<file path="src/rtl/unidad_deteccion_riesgos.sv">
// Hazard detection and stall controller for the 5-stage core.
// Resolves load-use hazards, variable-latency MEM accesses and taken-branch
// flushes; counts stall cycles and flags memory waits that never finish.
module unidad_deteccion_riesgos #(
  parameter int unsigned REG_ADDR_W = 4,
  parameter bit          ZERO_REG   = 1'b1,
  parameter int unsigned CNT_W      = 16,
  parameter int unsigned TIMEOUT    = 64
) (
  input  logic                  clk,
  input  logic                  rst_n,
  input  logic [REG_ADDR_W-1:0] reg1_ID,
  input  logic [REG_ADDR_W-1:0] reg2_ID,
  input  logic [REG_ADDR_W-1:0] ST_src_ID,
  input  logic                  reg1_use_ID,
  input  logic                  reg2_use_ID,
  input  logic                  ST_use_ID,
  input  logic [REG_ADDR_W-1:0] dest_EXE,
  input  logic                  MEM_R_EN_EXE,
  input  logic                  mem_req_MEM,
  input  logic                  mem_ready,
  input  logic                  branch_taken_EXE,
  input  logic                  stats_clr,
  output logic                  stall_PC,
  output logic                  stall_IF_ID,
  output logic                  bubble_ID_EXE,
  output logic                  freeze_back,
  output logic                  flush_IF_ID,
  output logic [CNT_W-1:0]      stall_count,
  output logic                  mem_timeout
);

  localparam int unsigned WAIT_W = $clog2(TIMEOUT + 1);
  localparam logic [WAIT_W-1:0] WAIT_MAX = WAIT_W'(TIMEOUT);

  typedef enum logic {
    RUN      = 1'b0,
    MEM_WAIT = 1'b1
  } state_t;

  state_t            state;
  state_t            state_next;
  logic [WAIT_W-1:0] wait_cnt;
  logic [WAIT_W-1:0] wait_cnt_next;

  logic match_reg1;
  logic match_reg2;
  logic match_st;
  logic load_use;
  logic mem_stall;

  // Operand comparison against the load destination in EXE
  always_comb begin
    match_reg1 = reg1_use_ID && (reg1_ID == dest_EXE) &&
                 !(ZERO_REG && (reg1_ID == '0));
    match_reg2 = reg2_use_ID && (reg2_ID == dest_EXE) &&
                 !(ZERO_REG && (reg2_ID == '0));
    match_st   = ST_use_ID && (ST_src_ID == dest_EXE) &&
                 !(ZERO_REG && (ST_src_ID == '0));
    load_use   = MEM_R_EN_EXE && (match_reg1 || match_reg2 || match_st);
    mem_stall  = ((state == RUN) && mem_req_MEM && !mem_ready) ||
                 ((state == MEM_WAIT) && !mem_ready);
  end

  // State register
  always_ff @(posedge clk or negedge rst_n) begin
    if (!rst_n) begin
      state <= RUN;
    end else begin
      state <= state_next;
    end
  end

  // Next state and prioritised pipeline controls
  always_comb begin
    state_next    = state;
    stall_PC      = 1'b0;
    stall_IF_ID   = 1'b0;
    bubble_ID_EXE = 1'b0;
    freeze_back   = 1'b0;
    flush_IF_ID   = 1'b0;

    case (state)
      RUN:      if (mem_req_MEM && !mem_ready) state_next = MEM_WAIT;
      MEM_WAIT: if (mem_ready) state_next = RUN;
      default:  state_next = RUN;
    endcase

    // Controls are forced low while reset is held, even with live inputs.
    if (rst_n) begin
      if (mem_stall) begin
        // Branch and load-use are held back; frozen stages re-present them.
        stall_PC    = 1'b1;
        stall_IF_ID = 1'b1;
        freeze_back = 1'b1;
      end else if (branch_taken_EXE) begin
        // Decode instruction is squashed, so any load-use is irrelevant.
        flush_IF_ID   = 1'b1;
        bubble_ID_EXE = 1'b1;
      end else if (load_use) begin
        stall_PC      = 1'b1;
        stall_IF_ID   = 1'b1;
        bubble_ID_EXE = 1'b1;
      end
    end
  end

  // Wait counter next value: counts MEM_WAIT cycles, saturating, zero in RUN
  always_comb begin
    wait_cnt_next = '0;
    if ((state == MEM_WAIT) && (state_next == MEM_WAIT)) begin
      if (wait_cnt != WAIT_MAX) begin
        wait_cnt_next = wait_cnt + 1'b1;
      end else begin
        wait_cnt_next = wait_cnt;
      end
    end
  end

  // Wait counter and sticky timeout flag
  always_ff @(posedge clk or negedge rst_n) begin
    if (!rst_n) begin
      wait_cnt    <= '0;
      mem_timeout <= 1'b0;
    end else begin
      wait_cnt <= wait_cnt_next;
      if (wait_cnt_next == WAIT_MAX) begin
        mem_timeout <= 1'b1;
      end
    end
  end

  // Saturating stall-cycle counter with synchronous clear
  always_ff @(posedge clk or negedge rst_n) begin
    if (!rst_n) begin
      stall_count <= '0;
    end else if (stats_clr) begin
      stall_count <= '0;
    end else if (stall_PC && (stall_count != '1)) begin
      stall_count <= stall_count + 1'b1;
    end
  end

endmodule

</file>
<file path="config.mk">
export PLATFORM = sky130hd
export DESIGN_NAME = unidad_deteccion_riesgos
export DESIGN_NICKNAME = d
export VERILOG_FILES = /design/src/rtl/unidad_deteccion_riesgos.sv
export SDC_FILE = /design/constraint.sdc
export NUM_CORES = 1
export LEC_CHECK = 0
export ABC_CLOCK_PERIOD_IN_PS = 4600
export CORE_MARGIN = 3
export CORE_UTILIZATION = 30
export CTS_BUF_LIST = sky130_fd_sc_hd__clkbuf_4 sky130_fd_sc_hd__clkbuf_8 sky130_fd_sc_hd__clkbuf_16
export DETAILED_ROUTE_END_ITERATION = 10
export SYNTH_ARGS = -nofsm -noshare
export SYNTH_HDL_FRONTEND = slang
export SYNTH_SLANG_ARGS = --single-unit
</file>
<file path="constraint.sdc">
create_clock -name clk -period 4.6 [get_ports clk]
set_clock_uncertainty 0.1 [all_clocks]
set_input_delay 0.69 -clock clk [delete_from_list [all_inputs] [get_ports clk]]
set_output_delay 0.69 -clock clk [all_outputs]
set_load 0.05 [all_outputs]
</file>
==> results of run 1 <==
critical path, cell delays in order:
cell and delay [ns]:
clkdlybuf4s50_1 0.50, or3_1 0.42, a21oi_1 0.15, o22ai_1 0.13, o21ai_0 0.19, a21oi_1 0.09, clkdlybuf4s50_1 0.70
kinds of logic after synthesis:
| logic type | share of synthesized area |
|---|---|
| xor gates and xnor gates | 0.0764 |
| muxes | 0.0713 |
| and+or+nand+nor | 0.332 |
| adders and majority gates | 0.0218 |
| DFF | 0.364 |
| AOI/OAI and AO/OA | 0.0917 |
| buffers and inverters | 0.0429 |
metrics by stage:
step	setup slack (ns)	total power [W]	instance area [µm²]	hold slack, ns
finish	0.933	0.000443	2270	0.382
global route	0.813	0.000465	2270	0.415
CTS	0.942	0.000451	2270	0.386
detailed placement	0.950	0.000313	2220	0.363
global placement	0.986	0.000313	2220	0.355
floorplan	1.08	0.000274	1720	0.294
flip-flops by register name, summed over array words and instances (netlist names):
| register | flops |
|---|---|
| stall_count | 16 |
| state | 1 |
| mem_timeout | 1 |
| wait_cnt | 7 |
synth_stat cells (all sizes together), types with 4 or more instances:
master | n | area share
mux2 | 9 | 0.065
o21ai | 7 | 0.020
xnor2 | 12 | 0.061
clkbuf | 5 | 0.011
a21oi | 11 | 0.032
nor2b | 11 | 0.040
nand4 | 7 | 0.029
nand2 | 12 | 0.036
and3 | 5 | 0.018
and2 | 6 | 0.022
o31ai | 4 | 0.017
or3 | 5 | 0.018
nand3 | 8 | 0.023
buf | 4 | 0.025
or4 | 4 | 0.020
dfrtp | 25 | 0.36
nor3 | 10 | 0.041
nor2 | 24 | 0.052
cells in the final DEF, fill, tap and decap left out, types with 4 or more instances in the layout:
| cell type | instances |
|---|---|
| nor3_1 | 6 |
| and2_1 | 6 |
| nand4_1 | 6 |
| nand2_1 | 11 |
| nor3_2 | 4 |
| mux2_2 | 6 |
| and3_1 | 5 |
| buf_4 | 4 |
| nor2b_1 | 11 |
| o31ai_1 | 4 |
| nor2_1 | 24 |
| nand3_1 | 8 |
| o21ai_0 | 7 |
| clkdlybuf4s50_1 | 45 |
| a21oi_1 | 11 |
| xnor2_1 | 12 |
| or3_1 | 5 |
| dfrtp_1 | 25 |
area by class of cell:
class                      count  area (µm²)
clock inverter                 1        5.00
fill                         553        3060
clock buffer                   3        41.3
timing repair buffer          49         480
tap                           70        87.6
inverter                       3        11.3
multi-input combinational    154        1020
sequential                    25         626
final timing paths:
path                       slack (ns)           start  cells after the start             end
max in group asynchronous        3.41           rst_n                      2  stall_count[1]
max                              0.93     dest_EXE[0]                      7   bubble_ID_EXE
min                              0.38     mem_timeout                      1     mem_timeout
min in group asynchronous        0.74           rst_n                      2           state
max reg2reg                      2.30  stall_count[0]                      7  stall_count[9]
min reg2reg                      0.38     mem_timeout                      1     mem_timeout
power by group through the flow:
stage	Clock, W	Sequential [W]	Combinational, W
finish	0.000135	0.000223	0.0000852
global route	0.000149	0.000223	0.0000931
floorplan	0	0.000228	0.0000461
CTS	0.000141	0.000223	0.0000864
global placement	0	0.000227	0.0000858
detailed placement	0	0.000227	0.0000862
layer usage:
| layer | vias to the layer above | part of all wire |
|---|---|---|
| met5 | - | 0 |
| met4 | 0 | 0.0093 |
| met3 | 5 | 0.039 |
| met2 | 23 | 0.47 |
| met1 | 691 | 0.48 |
| li1 | 760 | - |
==> impl_results.md, run 1 <==
- Total Routing Usage GR: 0.130
- P_sw: 0.000122 W
- DRC Markers: 0
- Chip height: 81.7 µm
- Post-CTS Setup Inserts: 0
- Via count: 1,479
- CTS buffer count: 3
- Post-CTS Hold Buffers: 0
- GR Util met1: 0.171
- FFs w/ async S/R, synth: 1.00
- Initial Utilization: 0.322
- Width of the die: 81.7 µm
- Number of synthesized flops with an enable pin: 0
- Final ANT Viol Nets: 0
- Die ar.: 6670 µm²
- Relative slew slack: 0.409
- Clock tree buffer depth: 2
- Max-slew violations: 0
- Sequential power share: 0.503
- Max_cap viols: 0
- WL per Instance: 13.3 µm
- Dpl cells: 301
- Net Count, Synth: 220
- Routability Congestion: 0.803
- First-pass GRT wire length: 6820 µm
- Io pins: 48
- Fin. Hold Viols: 0
- Initial antenna violation count: 0
- PD cells: 195 nW/µm²
- Switching Share: 0.276
- Gate Count Post-Synth: 191
- CTS tree: yes
- Grt met3 use: 0.0307
- Nets: 265
- Vias in the first global route: 1,439
- Yosys cell types: 41
- ANT cells: 0
- Port Buffer Count: 47
- Reg clk slew, reported paths: 0.09 ns
- Sequential share of the synthesized area: 0.364
- Post-synthesis cell area: 1720 µm²
- Clock latency on the worst-skew pair: 0.27 ns
- HPWL after DPL: 3030 µm
- Syn-to-layout area delta: 32.1%
- Static leakage: 0.865 nW
- Largest net degree at the start of global routing: 27
- Router iterations before antenna repair: 4
- Setup TNS: 0 ns
- CP arrival: 2.88 ns
- Clock power share: 0.305
- RSZ-0062 raised after global routing: false
- Core footprint: 5340 µm²
- Maximum VDD drop: 0.118 mV
- CTS Sinks: 25
- Layout cell share with drive strength beyond 1: 0.119
- Least-Margin Pin Slew: 0.884 ns
- Prevailing post-synth register cell: dfrtp_1
- Worst Hold Class: flip-flop to flip-flop
- CP Launch Type: input pin
- Final setup vio count: 0
- Row count: 26
- Post-CTS sizing: 0
- Drt total wl: 4070 µm
- Vias per cell: 4.85
- H-tree depth: 1
- Number of synthesized register bits: 25
- Final non-filler cell total: 305
- Outcome: finished, final reports clean
- Cell-internal power: 0.000321 W
- CP max FO: 5
- Grt peak-use layer: met2
- Synth Warn #: 0
- Worst setup EP type: output port
- Final worst-path cycle share: 0.797
- Fin util: 0.426
- Period minus WS final: 3.67 ns
- 1st-iter DRT viols: 22
- Clock root buffer: clkbuf_8
- Crit path kind: input pin to output port
- Post-synthesis average cell area: 9.00 µm²
- M2 GR Usage: 0.218
- Congestion Overflow GR: 0
- Max Clk Rate: 0.273 GHz
- Crit path required time: 3.81 ns
- Comb pwr share: 0.192
(Power assumes the default switching activity.)
==> run 2, diff against run 1 <==
--- a/config.mk
+++ b/config.mk
@@ -5,7 +5,7 @@
 export SDC_FILE = /design/constraint.sdc
 export NUM_CORES = 1
 export LEC_CHECK = 0
-export ABC_CLOCK_PERIOD_IN_PS = 4600
+export ABC_CLOCK_PERIOD_IN_PS = 3400
 export CORE_MARGIN = 3
 export CORE_UTILIZATION = 30
 export CTS_BUF_LIST = sky130_fd_sc_hd__clkbuf_4 sky130_fd_sc_hd__clkbuf_8 sky130_fd_sc_hd__clkbuf_16
==> constraint.sdc (replaced) <==
create_clock -name clk -period 3.4 [get_ports clk]
set_clock_uncertainty 0.1 [all_clocks]
set_input_delay 0.51 -clock clk [delete_from_list [all_inputs] [get_ports clk]]
set_output_delay 0.51 -clock clk [all_outputs]
set_load 0.05 [all_outputs]
==> run 2 against run 1 <==
- critical path depth stayed put
- sequential cell count stayed put
- final area is 1.3% higher
- global-route usage is 0.26 points higher
- clock power is 35% higher
- non-clock buffer count stayed put
- total power is 36% higher
- register-to-register slack worse by 1.2 ns
- cell count stayed put
- setup slack worse by 0.34 ns
- largest cell class unchanged
- largest power group unchanged
- highest routed layer unchanged
==> impl_results.md, run 2 (synthesis results as in run 1) <==
- Outcome: finished, final reports clean (unchanged)
- Crit path kind: input pin to output port (unchanged)
- First-pass GRT wire length: 7020 µm (was 6820 µm)
- Setup TNS: 0 ns (unchanged)
- Clock power share: 0.302 (was 0.305)
- Congestion Overflow GR: 0 (unchanged)
- Row count: 26 (unchanged)
- Core footprint: 5340 µm² (unchanged)
- Met3 WL: 146 µm (was 158 µm)
- Vias in the first global route: 1,472 (was 1,439)
- Relative slew slack: 0.425 (was 0.409)
- PD cells: 262 nW/µm² (was 195 nW/µm²)
- Maximum VDD drop: 0.162 mV (was 0.118 mV)
- Peak per-stage delay on the critical path: 0.49 ns (was 0.70 ns)
- P_sw: 0.000166 W (was 0.000122 W)
- Clock latency on the worst-skew pair: 0.27 ns (about the same)
- Chip height: 81.7 µm (unchanged)
- CTS Sinks: 25 (unchanged)
- DRC Markers: 0 (unchanged)
- Fin. Hold Viols: 0 (unchanged)
- Sequential power share: 0.499 (was 0.503)
- Static leakage: 0.880 nW (was 0.865 nW)
- CP max FO: 5 (unchanged)
- Worst hold path depth: 1 (unchanged)
- Least-Margin Pin Slew: 0.860 ns (was 0.884 ns)
- H-tree depth: 1 (unchanged)
- Port Buffer Count: 47 (unchanged)
- RSZ-0062 raised after global routing: false (unchanged)
- 1st-iter DRT viols: 67 (was 22)
- HPWL after DPL: 3040 µm (was 3030 µm)
- Nets: 265 (unchanged)
- Drt total wl: 4030 µm (was 4070 µm)
- CP bufs+invs: 2 (unchanged)
- Final worst-path cycle share: 0.825
- Post-CTS sizing: 0 (unchanged)
- Router iterations before antenna repair: 4 (unchanged)
- Placed inst area: 2250 µm² (was 2220 µm²)
- ANT cells: 0 (unchanged)
- Final Cell Area: 2300 µm² (was 2270 µm²)
- Clock root buffer: clkbuf_8 (unchanged)
- Routability Congestion: 0.773 (was 0.803)
- Max_cap viols: 0 (unchanged)
- Critical path's top delay family: simple AND/OR/NAND/NOR gates (was buffers and inverters)
- M1 WL: 1950 µm (was 1960 µm)
- CTS buffer count: 3 (unchanged)
- Worst setup EP type: output port (unchanged)
- Period minus WS final: 2.80 ns
- Crit path required time: 2.79 ns (was 3.81 ns)
- Cell-internal power: 0.000438 W (was 0.000321 W)
- Worst reg-to-reg path cell count: 7 (unchanged)
- Highest metal used: met4 (unchanged)
- Syn-to-layout area delta: 33.8% (was 32.1%)
- Io pins: 48 (unchanged)
- Crit path cell chain: clkdlybuf4s50_1 -> or3_1 -> a21oi_1 -> o22ai_1 -> nor3_2 -> nor2b_1 -> buf_4 (was clkdlybuf4s50_1 -> or3_1 -> a21oi_1 -> o22ai_1 -> o21ai_0 -> a21oi_1 -> clkdlybuf4s50_1)
- Critical-path top delay cell: clkdlybuf4s50_1 (unchanged)
- Max Clk Rate: 0.357 GHz
- Number of cells on the critical path: 7 (unchanged)
- WL per Instance: 13.2 µm (was 13.3 µm)
- CP arrival: 2.19 ns (was 2.88 ns)
- Final ANT Viol Nets: 0 (unchanged)
- Via count: 1,485 (was 1,479)
- Vias per cell: 4.87 (was 4.85)
- Width of the die: 81.7 µm (unchanged)
- Layout cell share with drive strength beyond 1: 0.132 (was 0.119)
- CP Launch Type: input pin (unchanged)
- Reg clk slew, reported paths: 0.09 ns (about the same)
- Post-CTS Hold Buffers: 0 (unchanged)
- Max-slew violations: 0 (unchanged)
- Most flops, register: stall_count (unchanged)
- Total Routing Usage GR: 0.133 (was 0.130)
- Comb pwr share: 0.199 (was 0.192)
- Initial Utilization: 0.322 (unchanged)
- Switching Share: 0.275 (was 0.276)
- Worst Hold Class: flip-flop to flip-flop (unchanged)
- Initial antenna violation count: 0 (unchanged)
- CTS tree: yes (unchanged)
- Post-CTS Setup Inserts: 0 (unchanged)
- Clock tree buffer depth: 2 (unchanged)
- Final setup vio count: 0 (unchanged)
- Most common cell after layout, fill and taps aside: clkdlybuf4s50_1 (unchanged)
- Wire length on met2: 1910 µm (was 1920 µm)
- Most frequent cells in the layout: clkdlybuf4s50_1, dfrtp_1, nor2_1 (unchanged)
- Die ar.: 6670 µm² (unchanged)
- Largest register FFs: 16 (unchanged)
- Largest registers: stall_count (16), wait_cnt (7) (unchanged)
- Largest net degree at the start of global routing: 26 (was 27)
==> run 2: cell types whose count changed in the layout (fill, tap and decap cells not counted), sizes merged <==
cell,change
buf,+3
clkdlybuf4s50,-3
==> run 2: power groups by stage <==
stage / combinational (W) / clock, W / sequential, W
after floorplan: 0.0000623 / 0 / 0.000309
after global placement: 0.000121 / 0 / 0.000307
after detailed placement: 0.000122 / 0 / 0.000307
after CTS: 0.000122 / 0.000187 / 0.000301
after global routing: 0.000132 / 0.000202 / 0.000302
final: 0.000120 / 0.000182 / 0.000301
==> run 2: per-layer routing <==
metal | global-route usage | vias up
met4 | 0.0199 | 0
li1 | - | 764
met1 | 0.184 | 694
met5 | 0 | -
met3 | 0.0285 | 2
met2 | 0.216 | 25
==> run 2: path summary, 6_finish.rpt <==
path | startpoint | endpoint | slack [ns]
setup / recovery | dest_EXE[0] | stall_PC | 0.60
hold / removal | mem_timeout | mem_timeout | 0.38
setup reg to reg | stall_count[0] | stall_count[11] | 1.11
hold reg to reg | mem_timeout | mem_timeout | 0.38
max in group asynchronous | rst_n | stall_count[0] | 2.18
min in group asynchronous | rst_n | mem_timeout | 0.42
==> run 2: layout make-up <==
| cell class | instances | area [µm²] |
|---|---|---|
| flip-flops and latches | 25 | 626 |
| clock inverters | 1 | 5.00 |
| repair buffers | 49 | 510 |
| clock buffers | 3 | 41.3 |
| well taps | 70 | 87.6 |
| inverters | 3 | 11.3 |
| multi-input cells | 154 | 1020 |
| fillers | 524 | 3030 |
==> run 2: through the flow <==
stage	power (W)	util	hold WS [ns]	cells	setup slack (ns)
final	0.000603	0.431	0.382	305	0.595
after global routing	0.000636	0.431	0.399	305	0.427
after CTS	0.000610	0.431	0.388	305	0.585
after detailed placement	0.000429	0.423	0.367	301	0.587
after global placement	0.000428	0.423	0.369	301	0.610
after floorplan	0.000371	-	0.114	191	0.242
